$ cat src/rtl/tis_core.sv
// Single-node TIS-100-style core: one instruction per clock fetched combinationally
// from a 15-word program array, with architectural PC/ACC/BAK held in registers.
module tis_core (
   input  logic               clk,
   input  logic               rst,
   input  logic [3:0]         pLength,
   input  logic [15:0]        prog [0:14],
   output logic [3:0]         pc,
   output logic signed [10:0] acc,
   output logic signed [10:0] bak
);

   function automatic logic signed [11:0] sat12(input logic signed [11:0] v);
      if (v > 12'sd999)
         return 12'sd999;
      else if (v < -12'sd999)
         return -12'sd999;
      else
         return v;
   endfunction

   logic [15:0]        instr;
   logic [3:0]         op;
   logic [11:0]        operand;
   logic [3:0]         len;
   logic [3:0]         last;
   logic signed [11:0] imm;
   logic signed [11:0] src;
   logic signed [11:0] acc_x;
   logic signed [11:0] sum_sat;
   logic signed [11:0] diff_sat;
   logic [4:0]         pc_p1;
   logic [3:0]         pc_seq;
   logic [3:0]         tgt;
   logic signed [12:0] pc_s;
   logic signed [12:0] last_s;
   logic signed [12:0] jro_sum;
   logic [3:0]         jro_pc;
   logic [3:0]         pc_n;
   logic signed [10:0] acc_n;
   logic signed [10:0] bak_n;

   // pc never exceeds 14, but an out-of-range address still decodes as NOP
   always_comb begin
      instr = 16'h0000;
      for (int i = 0; i < 15; i++)
         if (pc == 4'(i))
            instr = prog[i];
   end

   assign op      = instr[15:12];
   assign operand = instr[11:0];
   assign len     = pLength;
   assign last    = len - 4'd1;
   assign acc_x   = {acc[10], acc};
   assign imm     = sat12({operand[10], operand[10:0]});

   always_comb begin
      if (operand[11])
         src = (operand[1:0] == 2'b00) ? acc_x : 12'sd0;
      else
         src = imm;
   end

   // Operands are both within +/-999, so 12-bit sums cannot overflow before clamping
   assign sum_sat  = sat12(acc_x + src);
   assign diff_sat = sat12(acc_x - src);

   assign pc_p1  = {1'b0, pc} + 5'd1;
   assign pc_seq = (pc_p1 >= {1'b0, len}) ? 4'd0 : pc_p1[3:0];
   assign tgt    = (operand[3:0] >= len) ? last : operand[3:0];

   assign pc_s    = {9'd0, pc};
   assign last_s  = {9'd0, last};
   assign jro_sum = pc_s + {src[11], src};

   always_comb begin
      if (jro_sum < 13'sd0)
         jro_pc = 4'd0;
      else if (jro_sum > last_s)
         jro_pc = last;
      else
         jro_pc = jro_sum[3:0];
   end

   // Branch conditions look at acc as it was before this instruction
   always_comb begin
      acc_n = acc;
      bak_n = bak;
      pc_n  = pc_seq;
      case (op)
         4'h1: acc_n = src[10:0];
         4'h3: begin
            acc_n = bak;
            bak_n = acc;
         end
         4'h4: bak_n = acc;
         4'h5: acc_n = sum_sat[10:0];
         4'h6: acc_n = diff_sat[10:0];
         4'h7: acc_n = -acc;
         4'h8: pc_n = tgt;
         4'h9: if (acc == 11'sd0) pc_n = tgt;
         4'hA: if (acc != 11'sd0) pc_n = tgt;
         4'hB: if (acc > 11'sd0) pc_n = tgt;
         4'hC: if (acc < 11'sd0) pc_n = tgt;
         4'hD: pc_n = jro_pc;
         default: ;
      endcase
   end

   // A zero-length program freezes all architectural state
   always_ff @(posedge clk or posedge rst) begin
      if (rst) begin
         pc  <= 4'd0;
         acc <= 11'sd0;
         bak <= 11'sd0;
      end else if (len != 4'd0) begin
         pc  <= pc_n;
         acc <= acc_n;
         bak <= bak_n;
      end
   end

endmodule

$ cat config.mk
export PLATFORM = sky130hd
export DESIGN_NAME = tis_core
export DESIGN_NICKNAME = d
export VERILOG_FILES = /design/src/rtl/tis_core.sv
export SDC_FILE = /design/constraint.sdc
export NUM_CORES = 1
export LEC_CHECK = 0
export ABC_CLOCK_PERIOD_IN_PS = 8109
export CORE_ASPECT_RATIO = 0.9
export CORE_MARGIN = 5
export CORE_UTILIZATION = 47
export DETAILED_ROUTE_END_ITERATION = 16
export GPL_TIMING_DRIVEN = 1
export PLACE_DENSITY = 0.92
export REMOVE_ABC_BUFFERS = 1
export SLEW_MARGIN = 25
export SYNTH_ARGS = -nofsm -noshare
export SYNTH_HDL_FRONTEND = slang
export SYNTH_SLANG_ARGS = --single-unit
export TNS_END_PERCENT = 100
$ cat constraint.sdc
create_clock -name clk -period 8.11 [get_ports clk]
set_input_delay 1.2165 -clock clk [delete_from_list [all_inputs] [get_ports clk]]
set_output_delay 1.2165 -clock clk [all_outputs]
set_load 0.05 [all_outputs]
**Yosys cells after proc, flatten, opt, wreduce, memory -nomap -nowiden**

Index checks and enable logic that the tools add are counted.

- Magnitude comparators: 12
- Multiplexer cells: 33
- Reduce and logical (&&, ||, !) cells: 9
- Equality and inequality tests: 26
- $add $sub $neg: 6

Operators with widths:

| kind | number |
|---|---|
| $mux 16 | 15 |
| $pmux 11 s5 | 1 |
| $eq 4x4->1 const B | 13 |
| $mux 12 | 4 |
| $mux 11 | 4 |
| $eq 4x3->1 const B | 8 |
| $mux 4 | 8 |
| $gt 12x11->1 const B | 2 |
| $lt 12x11->1 const B | 2 |
| $pmux 4 s6 | 1 |
| $add 5x12->13 | 1 |
| $gt 13x5->1 | 1 |
| $lt 13x1->1 const B | 1 |
| $add 11x12->12 | 1 |
| $eq 4x2->1 const B | 3 |
| $sub 11x12->12 | 1 |
| $gt 11x1->1 const B | 1 |
| $gt 11x11->1 const B | 1 |
| $logic_not 11->1 | 1 |
| $lt 11x1->1 const B | 1 |
| $lt 11x11->1 const B | 1 |
| $neg 11->11 | 1 |
| $reduce_bool 11->1 | 1 |
| $eq 4x1->1 const B | 2 |
| other kinds (10) | 11 |

- Output and inout port bits: 26
- Word-level logic and storage cells: 89
- Bits in registers: 26
- Input bits: 246

**Depth between registers and ports, before layout**

Gate-level depths: netlist (run 1).

- Depth in word-level cells: 25
- Gate-level depth with buffers: 30
- Gate-level depth less buffers: 26

**Worst setup path before layout (run 1)**

OpenSTA, ideal clock, no wires.

- Path kind: flip-flop to flip-flop
- From: register pc[0]
- To: register acc[9]
- Path buffers: 3
- Stages on the path, launching flop included: 26
- Required time: 7968 ps
- Slack: 1680 ps
- Clock period less this slack: 6430 ps
- Arrival: 6288 ps
- Library setup time: 142 ps
- Cells stage by stage: dfrtp_1 > inv_1 > ha_1 > buf_4 > buf_2 > buf_2 > o311ai_0 > o221ai_1 > a21oi_1 > o211ai_1 > nor4_4 > a21oi_1 > o21ai_0 > ha_1 > a21o_1 > a21oi_2 > o21bai_2 > a2111oi_4 > nor4_1 > or4_1 > nor4_1 > o22ai_1 > nand2b_1 > inv_2 > a2111oi_0 > a311oi_1

- Cells in the longest elaborated chain, start to end: 25
- Elaborated cells on any way between the ends: 55
- Those cells by class: add/sub (2); order compare (6); eq/ne (19); mux (24); reduce/logical (4)

RTL lines:

| what | line | RTL |
|---|---|---|
| from (decl) | 8 | `output logic [3:0] pc,` |
| from (signal assigned) | 118 | `pc <= pc_n;` |
| $logic_not 4->1 | 47 | `if (pc == 4'(i))` |
| $mux 16 (14 in series) | 47 |  |
| $mux 16 * | 47 |  |
| $lt 11x11->1 | 16 | `else if (v < -12'sd999)` |
| $mux 12 | 16 |  |
| $mux 12 | 14 | `if (v > 12'sd999)` |
| $mux 12 | 59 | `if (operand[11])` |
| $sub 11x12->12 or $add 11x12->12 (tied branches) | 67, 66 |  |
| $lt 12x11->1 | 16 |  |
| $mux 11 | 16 |  |
| $mux 11 | 14 |  |
| $pmux 11 s5 | 91 | `case (op)` |
| to (signal assigned) | 119 | `acc <= acc_n;` |
| to (decl) | 9 | `output logic signed [10:0] acc,` |

Mark *: on every way between the ends. The rest lies on a longest branch, timed or not.
A chain may end at the register's enable or synchronous reset.

**Final worst setup path (run 1)**

Ends and elaborated chain as after synthesis.

==> results of run 1 <==
metrics by stage:
step | hold slack [ps] | worst slack, ps | std cells | utilization, % | area (sq um)
CTS | 548 | 355 | 1427 | 65.7 | 10000
finish | 541 | 481 | 1427 | 65.7 | 10000
detailed placement | 533 | 383 | 1423 | 65.1 | 9940
global route | 565 | 15.2 | 1427 | 65.7 | 10000
floorplan | 846 | 430 | 936 | - | 6840
global placement | 523 | 485 | 1423 | 65.1 | 9940
state kept, by name (all words and copies together) (netlist names):
name	flops
acc	11
bak	11
pc	4
metal layers:
metal | routed length, microns | GRT usage, % | vias up | part of all wire [%]
met5 | 0 | 0 | - | 0
met4 | 1300 | 9.74 | 0 | 4.1
met3 | 3800 | 6.79 | 103 | 12
met2 | 14100 | 53.4 | 675 | 44
met1 | 12700 | 45.4 | 4391 | 40
li1 | - | - | 4247 | -
critical path, cell delays in order (launching register included):
cell and delay [ps]:
dfrtp_1 510, inv_1 160, ha_2 570, nor2b_1 760
a22o_1 240, a211oi_1 80, a211oi_2 370, o211ai_1 210
nor4_4 330, a21oi_1 80, o21ai_1 580, ha_1 370
a21o_1 180, a21oi_2 190, o21bai_2 110, a2111oi_4 480
o31ai_1 110, a21o_1 190, a2111oi_1 760, o22ai_1 300
nand2b_1 330, inv_2 40, a2111oi_0 450, a311oi_1 80
final cells by class:
| type | count | area [sq um] | area share, % |
|---|---|---|---|
| inverters | 61 | 229 | 2.28 |
| repair buffers | 285 | 2840 | 28.3 |
| flip-flops and latches | 26 | 651 | 6.48 |
| well taps | 202 | 253 | 2.52 |
| clock inverters | 1 | 30.0 | 0.299 |
| multi-input cells | 849 | 5970 | 59.4 |
| clock buffers | 3 | 75.1 | 0.747 |
path summary, 6_finish.rpt:
| kind | startpoint | end | slack (ps) | cells past startpoint |
|---|---|---|---|---|
| min reg2reg | bak[9] | bak[9] | 540 | 1 |
| max reg2reg | pc[0] | acc[9] | 480 | 23 |
| min in group asynchronous | rst | bak[1] | 1320 | 2 |
| max | pc[0] | acc[9] | 480 | 23 |
| min | bak[9] | bak[9] | 540 | 1 |
| max in group asynchronous | rst | acc[9] | 6410 | 2 |
synth_stat cells, types with 5 or more instances:
| master | instances | share of area (%) |
|---|---|---|
| nand4_1 | 9 | 0.78 |
| nor3b_1 | 5 | 0.52 |
| a221oi_1 | 12 | 1.5 |
| nand2_1 | 93 | 4.8 |
| and3_1 | 9 | 0.78 |
| o22ai_1 | 26 | 2.2 |
| a31oi_1 | 13 | 1.1 |
| o311ai_0 | 5 | 0.61 |
| o31ai_1 | 8 | 0.83 |
| clkbuf_1 | 14 | 0.73 |
| a22o_1 | 13 | 1.6 |
| nor2b_1 | 32 | 2.8 |
| o2bb2ai_1 | 10 | 1.2 |
| a311oi_1 | 9 | 1.1 |
| xor2_1 | 9 | 1.1 |
| ha_1 | 49 | 8.5 |
| a21oi_1 | 85 | 5.9 |
| mux2_2 | 14 | 2.2 |
| dfrtp_1 | 26 | 9.0 |
| buf_6 | 11 | 1.7 |
| a211oi_1 | 22 | 2.3 |
| buf_4 | 7 | 0.73 |
| o221a_2 | 8 | 1.2 |
| nand2b_1 | 17 | 1.5 |
| a21o_1 | 12 | 1.2 |
| o21bai_1 | 9 | 0.93 |
| nand3_1 | 39 | 2.7 |
| nor2_1 | 70 | 3.6 |
| nor3_1 | 19 | 1.3 |
| mux2i_1 | 6 | 0.83 |
| nand3b_1 | 28 | 2.9 |
| and2_1 | 7 | 0.61 |
| o21ai_0 | 45 | 3.1 |
| o211ai_1 | 9 | 0.93 |
| o221ai_1 | 11 | 1.3 |
| a211oi_2 | 6 | 1.0 |
| a22oi_1 | 18 | 1.9 |
| inv_1 | 55 | 2.9 |
| buf_2 | 32 | 2.2 |
| o22a_1 | 5 | 0.61 |
| xnor2_1 | 22 | 2.7 |
cells in the final DEF, fill, tap and decap left out, types with 26 or more instances in the layout:
cell	Yosys	routed
a21oi_1	85	85
clkdlybuf4s50_1	0	271
dfrtp_1	26	26
ha_1	49	45
inv_1	55	54
nand2_1	93	93
nand3_1	39	39
nand3b_1	28	28
nor2_1	70	70
nor2b_1	32	32
o21ai_0	45	44
o22ai_1	26	26
cell families after synthesis:
group | count (synthesis)
multiplexers | 21
adder cells (fa/ha/maj) | 52
AND/OR/NAND/NOR | 356
XOR/XNOR | 31
flip-flops | 26
buffers and inverters | 126
AO/OA/AOI/OAI | 389
==> metrics.md, run 1 <==
| Metric | Value |
|---|---|
| Outcome | `finished, final reports clean` |
| Post-route ant nets | `0` |
| P&R area growth vs syn | `39.0%` |
| Final hold vios | `0` |
| TritonCTS Sinks | `26` |
| Cell area after synthesis | `7230 sq um` |
| TritonRoute pass-1 iters | `7` |
| DR DRC count | `0` |
| Synth Instances | `1001` |
| Synth Flop Type | `dfrtp_1` |
| Vias | `9416` |
| GPL Wtd Cong | `1.06` |
| DIE AREA | `18000 sq um` |
| Post-synthesis register bit count | `26` |
| Async SR Flop Fraction | `100%` |
| Post-synthesis xor/xnor area fraction | `3.76%` |
| Slew Limit Fails | `0` |
| Achievable Freq | `0.131 GHz` |
| Hold Buf Count CTS | `0` |
| Layout cells sized above 1 | `7.43%` |
| Post-synth EDFFs | `0` |
| CP Capture Type | `flop` |
| Crit path kind | `reg -> reg` |
| Largest net degree at the start of global routing | `56` |
| Crit path arrival time | `7760 ps` |
| Post-synthesis compound-gate area fraction | `40.2%` |
| CTS tree | `built` |
| Routed wire length | `31.9 mm` |
| Initial antenna violation count | `0` |
| Number of diodes | `0` |
| Crit-path max FO | `28` |
| Post-CTS Setup Inserts | `0` |
| Startpoint Class | `flop` |
| Slew @ Worst Pin | `1130 ps` |
| Max transition margin | `22.7%` |
| Final number of setup-violating endpoints | `0` |
| Core area | `15300 sq um` |
| Number of nets in the layout | `1524` |
| Final period util | `94.1%` |
| Post-synthesis mux area share | `3.32%` |
| Number of global-route vias before repair | `8843` |
| Std-Cell Rows | `43` |
| IO buf count | `271` |
| Starting density of the core | `47.3%` |
| Post-DP HPWL | `25.6 mm` |
| # fillers | `1351` |
| Root Buffer | `clkbuf_16` |
| Top Ports | `272` |
| H-Tree Depth | `1` |
| Avg Vias per Cell | `6.60` |
| GR Overflow Total | `0` |
| Syn_area_per_cell | `7.22 sq um` |
| First-pass GRT wire length | `48.8 mm` |
| Die height | `128 microns` |
| GRT Total Usage | `33.3%` |
| RSZ-0062 raised after global routing | `no` |
| Yosys warns | `0` |
| Average wire per cell in the routed design | `22.4 microns` |
| Total negative setup slack | `0 ps` |
| Seq/Total Area, Yosys | `9.00%` |
| Clk slew on worst S/H paths | `70 ps` |
| Die Width | `141 microns` |
| Hold WC Path Type | `reg -> reg` |
| Initial drt markers | `1195` |
| CTS Buf Count | `3` |
| Post-CTS Resized | `0` |
| Clock Skew | `7.14 ps` |
| Synth unique cells | `96` |
| Clk_lat worst skew | `260 ps` |
| Worst EP required | `8240 ps` |
| Max-Cap Viols | `0` |
| Combinational family with the most area after synthesis | `compound AO/OA/AOI/OAI gates` |
| Tmin final | `7630 ps` |
| Synth Area in Simple Gates | `25.8%` |
| CTS Buffer Depth | `2` |
| Synth Area in Adders | `9.31%` |
Power of run 1 is left out: the tool's default activity adds up to more than one toggle a clock period on the data nets, which glitch-free logic cannot reach.
==> run 2, diff against run 1 <==
Settings changed: ABC_CLOCK_PERIOD_IN_PS 8109 to 6200, CORE_UTILIZATION 47 to 42, MAX_ROUTING_LAYER from default to met4, PLACE_DENSITY 0.92 to 0.88.
Clock period 8.11 ns to 6.2 ns, I/O delays scaled along.
==> run 2 against run 1 <==
  * Global-route usage is 0.97 points lower
  * Worst setup slack lost 300 ps
  * Critical path type unchanged
  * Cell count grew 7.8%
  * Hold slack gained 4.0 ps
  * Routed wire length increased by 6.8%
  * Final area increased by 11%
==> metrics.md, run 2 (synthesis results as in run 1) <==
| Metric | Value |
|---|---|
| Outcome | `finished, final reports clean (unchanged)` |
| CTS tree | `built (unchanged)` |
| CP Capture Type | `flop (unchanged)` |
| Post-Layout Inst Area | `11100 sq um (was 10000 sq um)` |
| FF-to-FF Start | `pc[0] (unchanged)` |
| Worst EP required | `6360 ps (was 8240 ps)` |
| IO buf count | `271 (unchanged)` |
| Slew Limit Fails | `0 (unchanged)` |
| GR Overflow Total | `0 (unchanged)` |
| Post-DP HPWL | `27.4 mm (was 25.6 mm)` |
| Met3 wire length | `3.65 mm (was 3.80 mm)` |
| Met2 Wirelength | `15.2 mm (was 14.1 mm)` |
| Biggest regs | `acc x11, bak x11, pc x4 (unchanged)` |
| Number of global-route vias before repair | `9250 (was 8843)` |
| Max-Cap Viols | `0 (unchanged)` |
| Placed insts | `1523 (was 1423)` |
| TritonCTS Sinks | `26 (unchanged)` |
| Initial drt markers | `1231 (was 1195)` |
| Final Non-Filler Cells | `1538 (was 1427)` |
| Post-route ant nets | `0 (unchanged)` |
| Layout cells sized above 1 | `17.0% (was 7.43%)` |
| Slew @ Worst Pin | `951 ps (was 1130 ps)` |
| Clk slew on worst S/H paths | `70 ps (about the same)` |
| DR DRC count | `0 (unchanged)` |
| Worst Setup EP | `acc[5] (was acc[9])` |
| Initial antenna violation count | `0 (unchanged)` |
| GPL Wtd Cong | `1.06 (about the same)` |
| Core area | `16900 sq um (was 15300 sq um)` |
| Max transition margin | `36.4% (was 22.7%)` |
| H-Tree Depth | `1 (unchanged)` |
| Critical path origin | `pc[0] (unchanged)` |
| Reg2reg setup slack | `180 ps (was 480 ps)` |
| P&R area growth vs syn | `53.7% (was 39.0%)` |
| CTS Buffer Depth | `2 (unchanged)` |
| DIE AREA | `19900 sq um (was 18000 sq um)` |
| Tmin final | `6020 ps (was 7630 ps)` |
| Avg Vias per Cell | `6.43 (was 6.60)` |
| Most frequent cells in the layout | `clkdlybuf4s50_1 (271), buf_4 (108), nand2_1 (93) (was clkdlybuf4s50_1 (271), nand2_1 (93), a21oi_1 (85))` |
| Top Ports | `272 (unchanged)` |
| Crit path kind | `reg -> reg (unchanged)` |
| Startpoint Class | `flop (unchanged)` |
| RR Endpoint | `acc[5] (was acc[9])` |
| Root Buffer | `clkbuf_16 (unchanged)` |
| Die height | `134 microns (was 128 microns)` |
| Average wire per cell in the routed design | `22.2 microns (was 22.4 microns)` |
| CTS Buf Count | `3 (unchanged)` |
| Std-Cell Rows | `45 (was 43)` |
| GRT Total Usage | `32.3% (was 33.3%)` |
| Top sig layer | `met4 (unchanged)` |
| Vias | `9891 (was 9416)` |
| Final hold vios | `0 (unchanged)` |
| Crit path arrival time | `6180 ps (was 7760 ps)` |
| Number of diodes | `0 (unchanged)` |
| Hold WC Path Type | `reg -> reg (unchanged)` |
| Die Width | `148 microns (was 141 microns)` |
| Starting density of the core | `42.8% (was 47.3%)` |
| Clock Skew | `3.25 ps (was 7.14 ps)` |
| Achievable Freq | `0.166 GHz (was 0.131 GHz)` |
| Slowest stage delay, CP | `460 ps (was 760 ps)` |
| Dpl cell area | `10700 sq um (was 9940 sq um)` |
| Path depth of the worst reg2reg path | `28 (was 23)` |
| Largest net degree at the start of global routing | `41 (was 56)` |
| Metal-1 WL | `13.9 mm (was 12.7 mm)` |
| Routed wire length | `34.1 mm (was 31.9 mm)` |
| TritonRoute pass-1 iters | `8 (was 7)` |
| Commonest non-fill, non-tap cell in the layout | `clkdlybuf4s50_1 (unchanged)` |
| Final number of setup-violating endpoints | `0 (unchanged)` |
| Crit-path max FO | `7 (was 28)` |
| Final period util | `97.0% (was 94.1%)` |
| First-pass GRT wire length | `50.7 mm (was 48.8 mm)` |
| Number of nets in the layout | `1627 (was 1524)` |
| CP most frequent cell | `buf_4 (was a21o_1)` |
| Final Util | `65.8% (was 65.7%)` |
| CP max-delay cell | `or3b_4 (was nor2b_1)` |
| Clk_lat worst skew | `260 ps (about the same)` |
==> run 2: cell types whose count changed in the layout (fill, tap and decap cells not counted), moves of 3 or more <==
cell / previous run / this run
buf_4: 12 / 108
a21oi_2: 3 / 9
buf_12: 2 / 8
ha_4: 0 / 3
o21ai_0: 44 / 40
a21oi_1: 85 / 78
==> run 2: worst min path at each step <==
stage	from	cells after the start	endpoint	slack, ps
2_1_floorplan	acc[0]	2	acc[0]	850
4_1_cts	bak[8]	1	bak[8]	540
3_3_place_gp	bak[0]	1	bak[0]	520
6_report	bak[4]	1	bak[4]	540
5_1_grt	bak[8]	1	bak[8]	560
3_5_place_dp	bak[8]	1	bak[8]	530
==> run 2: repair_timing <==
| action | 4_1_cts | 5_1_grt |
|---|---|---|
| resized for setup | 6 | 45 |
| hold buffers | 0 | 0 |
| cloned | 0 | 0 |
| setup buffers | 2 | 10 |
| endpoints found under the setup margin | 6 | 10 |
| pin swaps | 3 | 12 |
==> run 2: cell type report <==
| cell class | instances | area (sq um) |
|---|---|---|
| Multi-Input combinational cell | 849 | 6190 |
| Fill cell | 1434 | 5780 |
| Timing Repair Buffer | 388 | 3690 |
| Sequential cell | 26 | 653 |
| Tap cell | 211 | 264 |
| Inverter | 61 | 235 |
| Clock buffer | 3 | 75.1 |
==> run 2: per-layer routing <==
metal	up-vias	global-route usage [%]
li1	4462	-
met3	109	3.62
met4	0	10.8
met1	4639	44.2
met5	-	-
met2	681	50.0
==> run 2: per-stage QoR <==
stage / setup slack (ps) / TNS (ps) / hold WS (ps)
after detailed placement: -327 / -2040 / 530
after floorplan: -1480 / -15420 / 846
after global placement: -175 / -903 / 520
after global routing: -71.7 / -186 / 559
after CTS: 2.38 / 0 / 545
final: 184 / 0 / 545
==> run 2: worst max-delay path: cells and delay by family (launching register included) <==
kind,cells,cell delay (ps)
AO/OA/AOI/OAI,13,2510
AND/OR/NAND/NOR,6,1190
buffers and inverters,6,920
adder cells (fa/ha/maj),3,850
flip-flops,1,430
Power of run 2 is left out for the same reason.
==> run 3, diff against run 2 <==
Settings changed: GPL_ROUTABILITY_DRIVEN from default to 0.
==> run 3 against run 2 <==
  * Global-route usage up 0.18 points
  * Clock skew up 2.6 ps
  * Critical path type is now in -> reg
  * Critical path depth down 3
  * Highest routed layer unchanged
  * Register-to-register slack worse by 100 ps
  * Final area down 0.80%
==> metrics.md, run 3 (synthesis results as in run 1) <==
| Metric | Value |
|---|---|
| Outcome | `finished, final reports clean (unchanged)` |
| IO buf count | `271 (unchanged)` |
| Worst hold slack | `548 ps (was 545 ps)` |
| Layout cells sized above 1 | `16.5% (was 17.0%)` |
| Slowest stage delay, CP | `460 ps (about the same)` |
| Achievable Freq | `0.163 GHz (was 0.166 GHz)` |
| Final hold vios | `0 (unchanged)` |
| Post-DP HPWL | `26.9 mm (was 27.4 mm)` |
| CP max-delay cell | `clkdlybuf4s50_1 (was or3b_4)` |
| Number of nets in the layout | `1616 (was 1627)` |
| CP most frequent cell | `nor2_1 (was buf_4)` |
| Std-Cell Rows | `45 (unchanged)` |
| GRT Total Usage | `32.5% (was 32.3%)` |
| Max transition margin | `36.5% (was 36.4%)` |
| Crit path kind | `in -> reg (was reg -> reg)` |
| Largest net degree at the start of global routing | `39 (was 41)` |
| Tmin final | `6130 ps (was 6020 ps)` |
| Clock Skew | `5.86 ps (was 3.25 ps)` |
| Commonest non-fill, non-tap cell in the layout | `clkdlybuf4s50_1 (unchanged)` |
| H-Tree Depth | `1 (unchanged)` |
| Crit-path max FO | `6 (was 7)` |
| Hold Buf Count CTS | `0 (unchanged)` |
| Routed wire length | `34.5 mm (was 34.1 mm)` |
| P&R area growth vs syn | `52.5% (was 53.7%)` |
| GR Overflow Total | `0 (unchanged)` |
| Die height | `134 microns (unchanged)` |
| Slew Limit Fails | `0 (unchanged)` |
| DR DRC count | `0 (unchanged)` |
| DIE AREA | `19900 sq um (unchanged)` |
| First-pass GRT wire length | `51.0 mm (was 50.7 mm)` |
| Die Width | `148 microns (unchanged)` |
| Clk_lat worst skew | `270 ps (was 260 ps)` |
| Worst EP required | `6350 ps (was 6360 ps)` |
| Final period util | `98.8% (was 97.0%)` |
| Slew @ Worst Pin | `948 ps (was 951 ps)` |
| Max-Cap Viols | `0 (unchanged)` |
| Root Buffer | `clkbuf_16 (unchanged)` |
| Final number of setup-violating endpoints | `0 (unchanged)` |
| Initial drt markers | `1322 (was 1231)` |
| Core area | `16900 sq um (unchanged)` |
| Biggest regs | `acc x11, bak x11, pc x4 (unchanged)` |
| Hold WC Path Type | `reg -> reg (unchanged)` |
| # fillers | `1270 (was 1434)` |
| Avg Vias per Cell | `6.61 (was 6.43)` |
| CP Capture Type | `flop (unchanged)` |
| Vias | `10100 (was 9891)` |
| Setup WS post-layout | `73.0 ps (was 184 ps)` |
| CTS Buf Count | `3 (unchanged)` |
| Final Util | `65.3% (was 65.8%)` |
| Crit path arrival time | `6280 ps (was 6180 ps)` |
| Setup Slack @ Placement | `-280 ps (was -327 ps)` |
| Clk slew on worst S/H paths | `70 ps (about the same)` |
| TritonRoute pass-1 iters | `7 (was 8)` |
| CTS Buffer Depth | `2 (unchanged)` |
| Starting density of the core | `42.8% (unchanged)` |
| Startpoint Class | `input port (was flop)` |
| CTS tree | `built (unchanged)` |
| Initial antenna violation count | `3 (was 0)` |
| TritonCTS Sinks | `26 (unchanged)` |
| Average wire per cell in the routed design | `22.5 microns (was 22.2 microns)` |
| Number of global-route vias before repair | `9512 (was 9250)` |
| Top Ports | `272 (unchanged)` |
| Most frequent cells in the layout | `clkdlybuf4s50_1 (271), buf_4 (98), nand2_1 (93) (was clkdlybuf4s50_1 (271), buf_4 (108), nand2_1 (93))` |
| Post-route ant nets | `0 (unchanged)` |
## run 3: changes by cell type in the layout (fill, tap and decap cells not counted), sizes merged
cell	delta
clkbuf	+1
clkinv	+1
diode	+4
clkinvlp	-1
buf	-11
## run 3: stage by stage
| step | instances | setup TNS (ps) | instance area [sq um] |
|---|---|---|---|
| after floorplan | 936 | -15420 | 6840 |
| after CTS | 1513 | 0 | 10700 |
| final | 1532 | 0 | 11000 |
| after detailed placement | 1505 | -1800 | 10500 |
| after global placement | 1505 | -279 | 10500 |
| after global routing | 1532 | -433 | 11000 |
## run 3: per-layer routing
| metal | share of wire, % | wire length [microns] | track usage, % |
|---|---|---|---|
| met1 | 37 | 12900 | 41.2 |
| met2 | 44 | 15200 | 50.5 |
| met3 | 13 | 4400 | 6.88 |
| met4 | 5.8 | 2010 | 13.6 |
| met5 | 0 | 0 | - |
## run 3: cell type report
class	instances	area (sq um)	share of cell area (%)
multi-input cells	849	6190	56.2
repair buffers	377	3580	32.5
flip-flops and latches	26	653	5.92
well taps	211	264	2.39
inverters	61	234	2.12
clock buffers	4	88.8	0.806
diodes	4	10.0	0.0908
## run 3: timing repair
action                     in CTS  in global routing
setup endpoints to repair       6                 10
pin swaps                       1                 27
setup buffers                   4                 15
resized for setup               5                 50
## run 3: path summary, 6_finish.rpt
check | start | end | slack, ps | cells after the start
worst max-delay path | prog[169] | acc[5] | 70 | 25
worst min-delay path | bak[8] | bak[8] | 550 | 1
worst max register to register | pc[1] | acc[5] | 80 | 27
worst min register to register | bak[8] | bak[8] | 550 | 1
max in group asynchronous | rst | pc[1] | 4730 | 2
min in group asynchronous | rst | bak[3] | 1030 | 2
## run 3: critical path, delay by kind of cell
family,cells,cell delay (ps)
AOI/OAI and AO/OA,12,2450
xor gates and xnor gates,1,290
adders and majority gates,2,590
buffers and inverters,3,760
and+or+nand+nor,7,1270
Power of run 3 is left out for the same reason.
==> RTL edit 1 (flow settings as in run 1) <==
Reset style: synchronous (`rst`), changed in one clocked block.
--- a/src/rtl/tis_core.sv
+++ b/src/rtl/tis_core.sv
@@ -111,3 +111,3 @@
    // A zero-length program freezes all architectural state
-   always_ff @(posedge clk or posedge rst) begin
+   always_ff @(posedge clk) begin
       if (rst) begin
Function: differs if rst is asserted again (counterexample within 4 cycles, from zero or initial values and one cycle with rst high); with rst held inactive, the same outputs for 4 cycles.
==> RTL edit 1 against run 1 <==
Worst setup slack improved by 0.46 ns. Sequential cell count unchanged. Routed wire length is 2.5% lower. Critical endpoint is now acc[0]. Fmax up 6.4%. Global-route usage grew 0.66 points. Synthesized area is 4.2% lower. Design area shrank 3.4%.
==> RTL edit 1: results (changes against run 1) <==
| Metric | Value |
|---|---|
| Status | `finished clean` |
| Hold crit path type | `flop to flop` |
| DR WL/cell | `21.93 um (-2.1%)` |
| Largest cells by area after synthesis | `ha_1 8.9%, a21oi_1 8.2%, dfxtp_1 7.5%` |
| DRT Pass-1 Iters | `6 (-1)` |
| CP max stage cell | `nor2_1` |
| Layout cells sized above 1 | `0.04832 (-0.02596)` |
| Total Nets Final | `1520 (-0.26%)` |
| Most instantiated cells after synthesis | `113 x a21oi_1, 93 x nand2_1, 77 x nor2_1, 56 x o21ai_0, 49 x ha_1` |
| Vias in the first global route | `8646 (-2.2%)` |
| Slack of the worst reg-to-reg path | `0.94 ns (+0.46 ns)` |
| Static Leak | `3.650 nW` |
| Largest net degree at the start of global routing | `49 (-13%)` |
| DRT iter0 DRCs | `1112 (-6.9%)` |
| Initial antenna violation count | `4 (+4)` |
| Crit Path Max Fanout | `29 (+3.6%)` |
| Ys async rst share | `0 (-1.000)` |
| GRT Total Usage | `0.3395 (+0.006603)` |
| H-tree levels | `1 (unchanged)` |
| I/O Buffers | `271 (unchanged)` |
| Critical Path AT | `7.35 ns (-0.41 ns)` |
| Layout filler cell count | `1315 (-2.7%)` |
| Clk root buf | `clkbuf_16` |
| Seq/Total Area, Yosys | `0.07514 (-0.01485)` |
| Worst Tran Pin Value | `0.9951 ns (-0.1356 ns)` |
| Synth cell types | `95 (-1.0%)` |
| Global-route wire length before repair | `47350 um (-3.0%)` |
| Skew-Pair Late Insertion Delay | `0.27 ns` |
| Max incr delay on CP | `0.91 ns (+0.15 ns)` |
| Mean number of vias per cell | `6.483 (-1.7%)` |
| Hold WS | `0.5260 ns (-0.01454 ns)` |
| GP Congestion | `1.050 (-1.4%)` |
| Clock skew | `0.008085 ns (+0.0009435 ns)` |
| Main synth FF type | `dfxtp_1` |
| Biggest regs | `acc (11), bak (11), pc (4)` |
| Hpwl dp | `24660 um (-3.5%)` |
RTL edit 1: cell types whose count changed after synthesis, moves of 9 or more:
cell	run 1	this run
a211oi_1	22	11
a21oi_1	85	113
a221o_1	0	10
dfrtp_1	26	0
dfxtp_1	0	26
mux2_2	14	1
mux2i_1	6	16
nand2b_1	17	26
nand3_1	39	18
nand3b_1	28	19
nor2b_1	32	23
nor3_1	19	29
o21ai_0	45	56
RTL edit 1: per-layer routing:
| metal | wire length, um | track usage |
|---|---|---|
| met1 | 12380 | 0.4641 |
| met2 | 13350 | 0.5221 |
| met3 | 4000 | 0.08956 |
| met4 | 1361 | 0.1028 |
| met5 | 44 | 0 |
RTL edit 1: per-stage QoR:
step           cell area, um^2  worst slack [ns]  utilization  instances
3_5_place_dp              9595             1.176       0.6568       1415
6_report                  9703            0.9388       0.6642       1420
3_3_place_gp              9595             1.309       0.6568       1415
4_1_cts                   9701             1.132       0.6640       1419
2_1_floorplan             6520            0.5126            -        932
5_1_grt                   9703            0.3147       0.6642       1420
RTL edit 1: cell families after synthesis:
family                   share of synthesized area
adder cells (fa/ha/maj)                     0.1073
AO/OA/AOI/OAI                               0.3965
AND/OR/NAND/NOR                             0.2715
buffers and inverters                      0.08562
XOR/XNOR                                   0.03920
multiplexers                               0.02475
flip-flops                                 0.07514
RTL edit 1: critical path: cells and delay by family, from the launching register on:
family | cells | cell delay (ns)
flip-flops | 1 | 0.52
buffers and inverters | 1 | 0.52
AO/OA/AOI/OAI | 12 | 2.81
XOR/XNOR | 1 | 0.20
adder cells (fa/ha/maj) | 3 | 1.11
AND/OR/NAND/NOR | 7 | 1.89
RTL edit 1: cell type report:
type	count	area share
multi-input cells	857	0.6001
repair buffers	285	0.2904
flip-flops and latches	26	0.05364
well taps	198	0.02553
inverters	49	0.01921
clock buffers	3	0.007737
clock inverters	1	0.003095
diodes	1	0.0002579
RTL edit 1: power breakdown:
group / internal, mW / leakage, nW / switching, mW
combinational: 1.68 / 3.39 / 2.75
sequential: 0.160 / 0.212 / 0.0795
clock: 0.0984 / 0.0511 / 0.0516
total: 1.94 / 3.65 / 2.88
RTL edit 1: final timing paths:
| check | depth (start not counted) | startpoint | to |
|---|---|---|---|
| max reg2reg | 24 | pc[1] | acc[0] |
| min | 2 | bak[5] | bak[5] |
| max | 24 | pc[1] | acc[0] |
| min reg2reg | 2 | bak[5] | bak[5] |
==> RTL edit 2 (config.mk and constraints of run 1) <==
Made on the original files. Put one more register stage on the output `bak`, with the module's reset. The value now appears one clock later. The other outputs are not delayed to match.
--- a/src/rtl/tis_core.sv
+++ b/src/rtl/tis_core.sv
@@ -11,2 +11,4 @@
 );
+
+   logic signed [10:0] bak_s0;
 
@@ -88,3 +90,3 @@
       acc_n = acc;
-      bak_n = bak;
+      bak_n = bak_s0;
       pc_n  = pc_seq;
@@ -93,3 +95,3 @@
          4'h3: begin
-            acc_n = bak;
+            acc_n = bak_s0;
             bak_n = acc;
@@ -115,3 +117,3 @@
          acc <= 11'sd0;
-         bak <= 11'sd0;
+         bak_s0 <= 11'sd0;
       end else if (len != 4'd0) begin
@@ -119,3 +121,11 @@
          acc <= acc_n;
-         bak <= bak_n;
+         bak_s0 <= bak_n;
+      end
+   end
+
+   always_ff @(posedge clk or posedge rst) begin
+      if (rst) begin
+         bak <= '0;
+      end else begin
+         bak <= bak_s0;
       end
Formal check against the unedited RTL: not equivalent (a bounded check fails within 4 cycles, from zero or initial values and one cycle with rst high).
==> RTL edit 2 against run 1 <==
Via count rose by 3.0%. Routed wire length rose by 5.7%. Sequential cell count rose by 11. First-iteration DRC count rose by 14%. Utilization rose by 0.67 points. Clock skew rose by 0.0010 ns. Design area rose by 2.4%. Synthesized area rose by 3.3%. Hold slack got worse by 0.14 ns. Worst setup slack got worse by 0.059 ns. Critical path type unchanged. Largest cell class unchanged. Highest routed layer unchanged.
Power is left out: the tool's default activity adds up to more than one toggle a clock period on the data nets, which glitch-free logic cannot reach.
==> RTL edit 2: results (changes against run 1) <==
| Metric | Value |
|---|---|
| Status | `finished clean` |
| Vias | `9694 (+3.0%)` |
| Ys async rst share | `1.000 (unchanged)` |
| Clock-pin slew on the worst setup and hold paths | `0.06 ns` |
| DRT Wirelength | `33750 um (+5.7%)` |
| Crit Path Max Fanout | `47 (+68%)` |
| CTS Buffer Depth | `2 (unchanged)` |
| Hold crit path type | `flop to flop` |
| Most instantiated cells after synthesis | `96 x a21oi_1, 85 x nand2_1, 57 x o21ai_0, 55 x nor2_1, 54 x inv_1` |
| Total Nets Final | `1527 (+0.20%)` |
| Hpwl dp | `26930 um (+5.3%)` |
| Layout filler cell count | `1348 (-0.22%)` |
| Largest cells by area after synthesis | `dfrtp_1 12%, ha_1 8.2%, a21oi_1 6.4%` |
| Main synth FF type | `dfrtp_1` |
| Met2 Track Usage GR | `0.5232 (-0.01058)` |
| Total CTS buffers | `5 (+2)` |
| Biggest regs | `acc (11), bak (11), bak_s0 (11)` |
| Largest net degree at the start of global routing | `48 (-14%)` |
| Vias in the first global route | `9202 (+4.1%)` |
| Critical Path AT | `7.90 ns (+0.14 ns)` |
| YS warnings | `0 (unchanged)` |
| GP Congestion | `1.028 (-3.4%)` |
| Worst R2R Path Depth | `21 (-8.7%)` |
| Layout cells sized above 1 | `0.06098 (-0.01331)` |
| Clk root buf | `clkbuf_16` |
| Met1 Usage GRT | `0.4715 (+0.01749)` |
| H-tree levels | `2 (+1)` |
| Hold depth | `0 (-1)` |
| Initial core utilization | `0.4821 (+0.008932)` |
| Area of the multi-input gates | `5849 um^2 (-2.0%)` |
| Skew-Pair Late Insertion Delay | `0.29 ns (+0.03 ns)` |
| Initial antenna violation count | `1 (+1)` |
| Dpl cell area | `10090 um^2 (+1.5%)` |
| Post-CTS Setup Inserts | `0 (unchanged)` |
| Mean number of vias per cell | `6.765 (+2.5%)` |
| GRT Total Usage | `0.3501 (+0.01714)` |
| Seq/Total Area, Yosys | `0.1240 (+0.03396)` |
| Clock skew | `0.008152 ns (+0.001010 ns)` |
| Synth cell types | `94 (-2.1%)` |
| Avg Cell Area, Syn | `7.418 um^2 (+2.7%)` |
| I/O Buffers | `271 (unchanged)` |
| Global-route wire length before repair | `51300 um (+5.1%)` |
| DRT iter0 DRCs | `1358 (+14%)` |
| DRT Pass-1 Iters | `7 (unchanged)` |
| Met3 Use GR | `0.1155 (+0.04761)` |
| Post-cts gate resize count | `0 (unchanged)` |
| Worst Tran Pin Value | `1.039 ns (-0.09161 ns)` |
## RTL edit 2: cell types whose count changed in the layout (fill, tap and decap cells not counted), sizes merged, moves of 8 or more
cell / before / now
nand3b: 29 / 12
dfrtp: 26 / 37
nand2b: 18 / 29
nand2: 93 / 85
nand3: 39 / 18
o21ai: 48 / 62
a31oi: 13 / 21
a211oi: 28 / 11
nor2: 71 / 56
## RTL edit 2: cell families (layout without fill, tap and decap cells)
kind of cell / count (synthesis) / in the layout / share of synthesized area
AO/OA/AOI/OAI: 423 / 423 / 0.4102
AND/OR/NAND/NOR: 319 / 319 / 0.2260
buffers and inverters: 132 / 355 / 0.09431
adder cells (fa/ha/maj): 52 / 52 / 0.09012
flip-flops: 37 / 37 / 0.1240
XOR/XNOR: 29 / 29 / 0.03400
multiplexers: 15 / 15 / 0.02144
other: 0 / 1 / 0
## RTL edit 2: area by class of cell
class | count | share of cell area
inverter | 58 | 0.02116
antenna | 1 | 0.0002432
tap | 202 | 0.02456
sequential | 37 | 0.09009
multi-input combinational | 838 | 0.5684
timing repair buffer | 289 | 0.2767
clock inverter | 3 | 0.006687
clock buffer | 5 | 0.01216
## RTL edit 2: stage by stage
step                hold WS (ns)  setup slack, ns
floorplan                 0.3677           0.8729
CTS                       0.3945           0.7797
detailed placement        0.3894           0.8363
global placement          0.3827           0.8043
finish                    0.4003           0.4223
global route              0.4077          0.09804
## RTL edit 2: routing by layer
layer  share of wire  vias to the layer above
met3            0.14                      141
li1                -                     4293
met5               0                        -
met2            0.42                      768
met4           0.045                        0
met1            0.39                     4492
## RTL edit 2: final timing paths
| check | to | from | slack (ns) |
|---|---|---|---|
| max in group asynchronous | pc[2] | rst | 6.42 |
| worst max register to register | acc[2] | pc[1] | 0.42 |
| worst min register to register | bak[6] | bak_s0[6] | 0.40 |
| worst max-delay path | acc[2] | pc[1] | 0.42 |
| min in group asynchronous | acc[10] | rst | 1.34 |
| worst min-delay path | bak[6] | bak_s0[6] | 0.40 |
## RTL edit 2: critical path: stages, from the launching register on
cell and delay [ns]:
dfrtp_1 0.50, inv_1 0.13, ha_2 0.76, nor2_1 0.40
a2111oi_0 0.98, o41ai_4 0.19, a2111oi_4 0.44, and2_1 0.21
nor3_1 0.05, o21ai_0 0.52, ha_1 0.31, fa_1 0.28
o21bai_1 0.14, a21oi_1 0.30, xnor2_1 0.23, a311oi_1 0.44
nor2_1 0.10, a41oi_1 0.62, nand2_1 0.30, o221a_2 0.32
o211a_1 0.22, o21ai_1 0.12
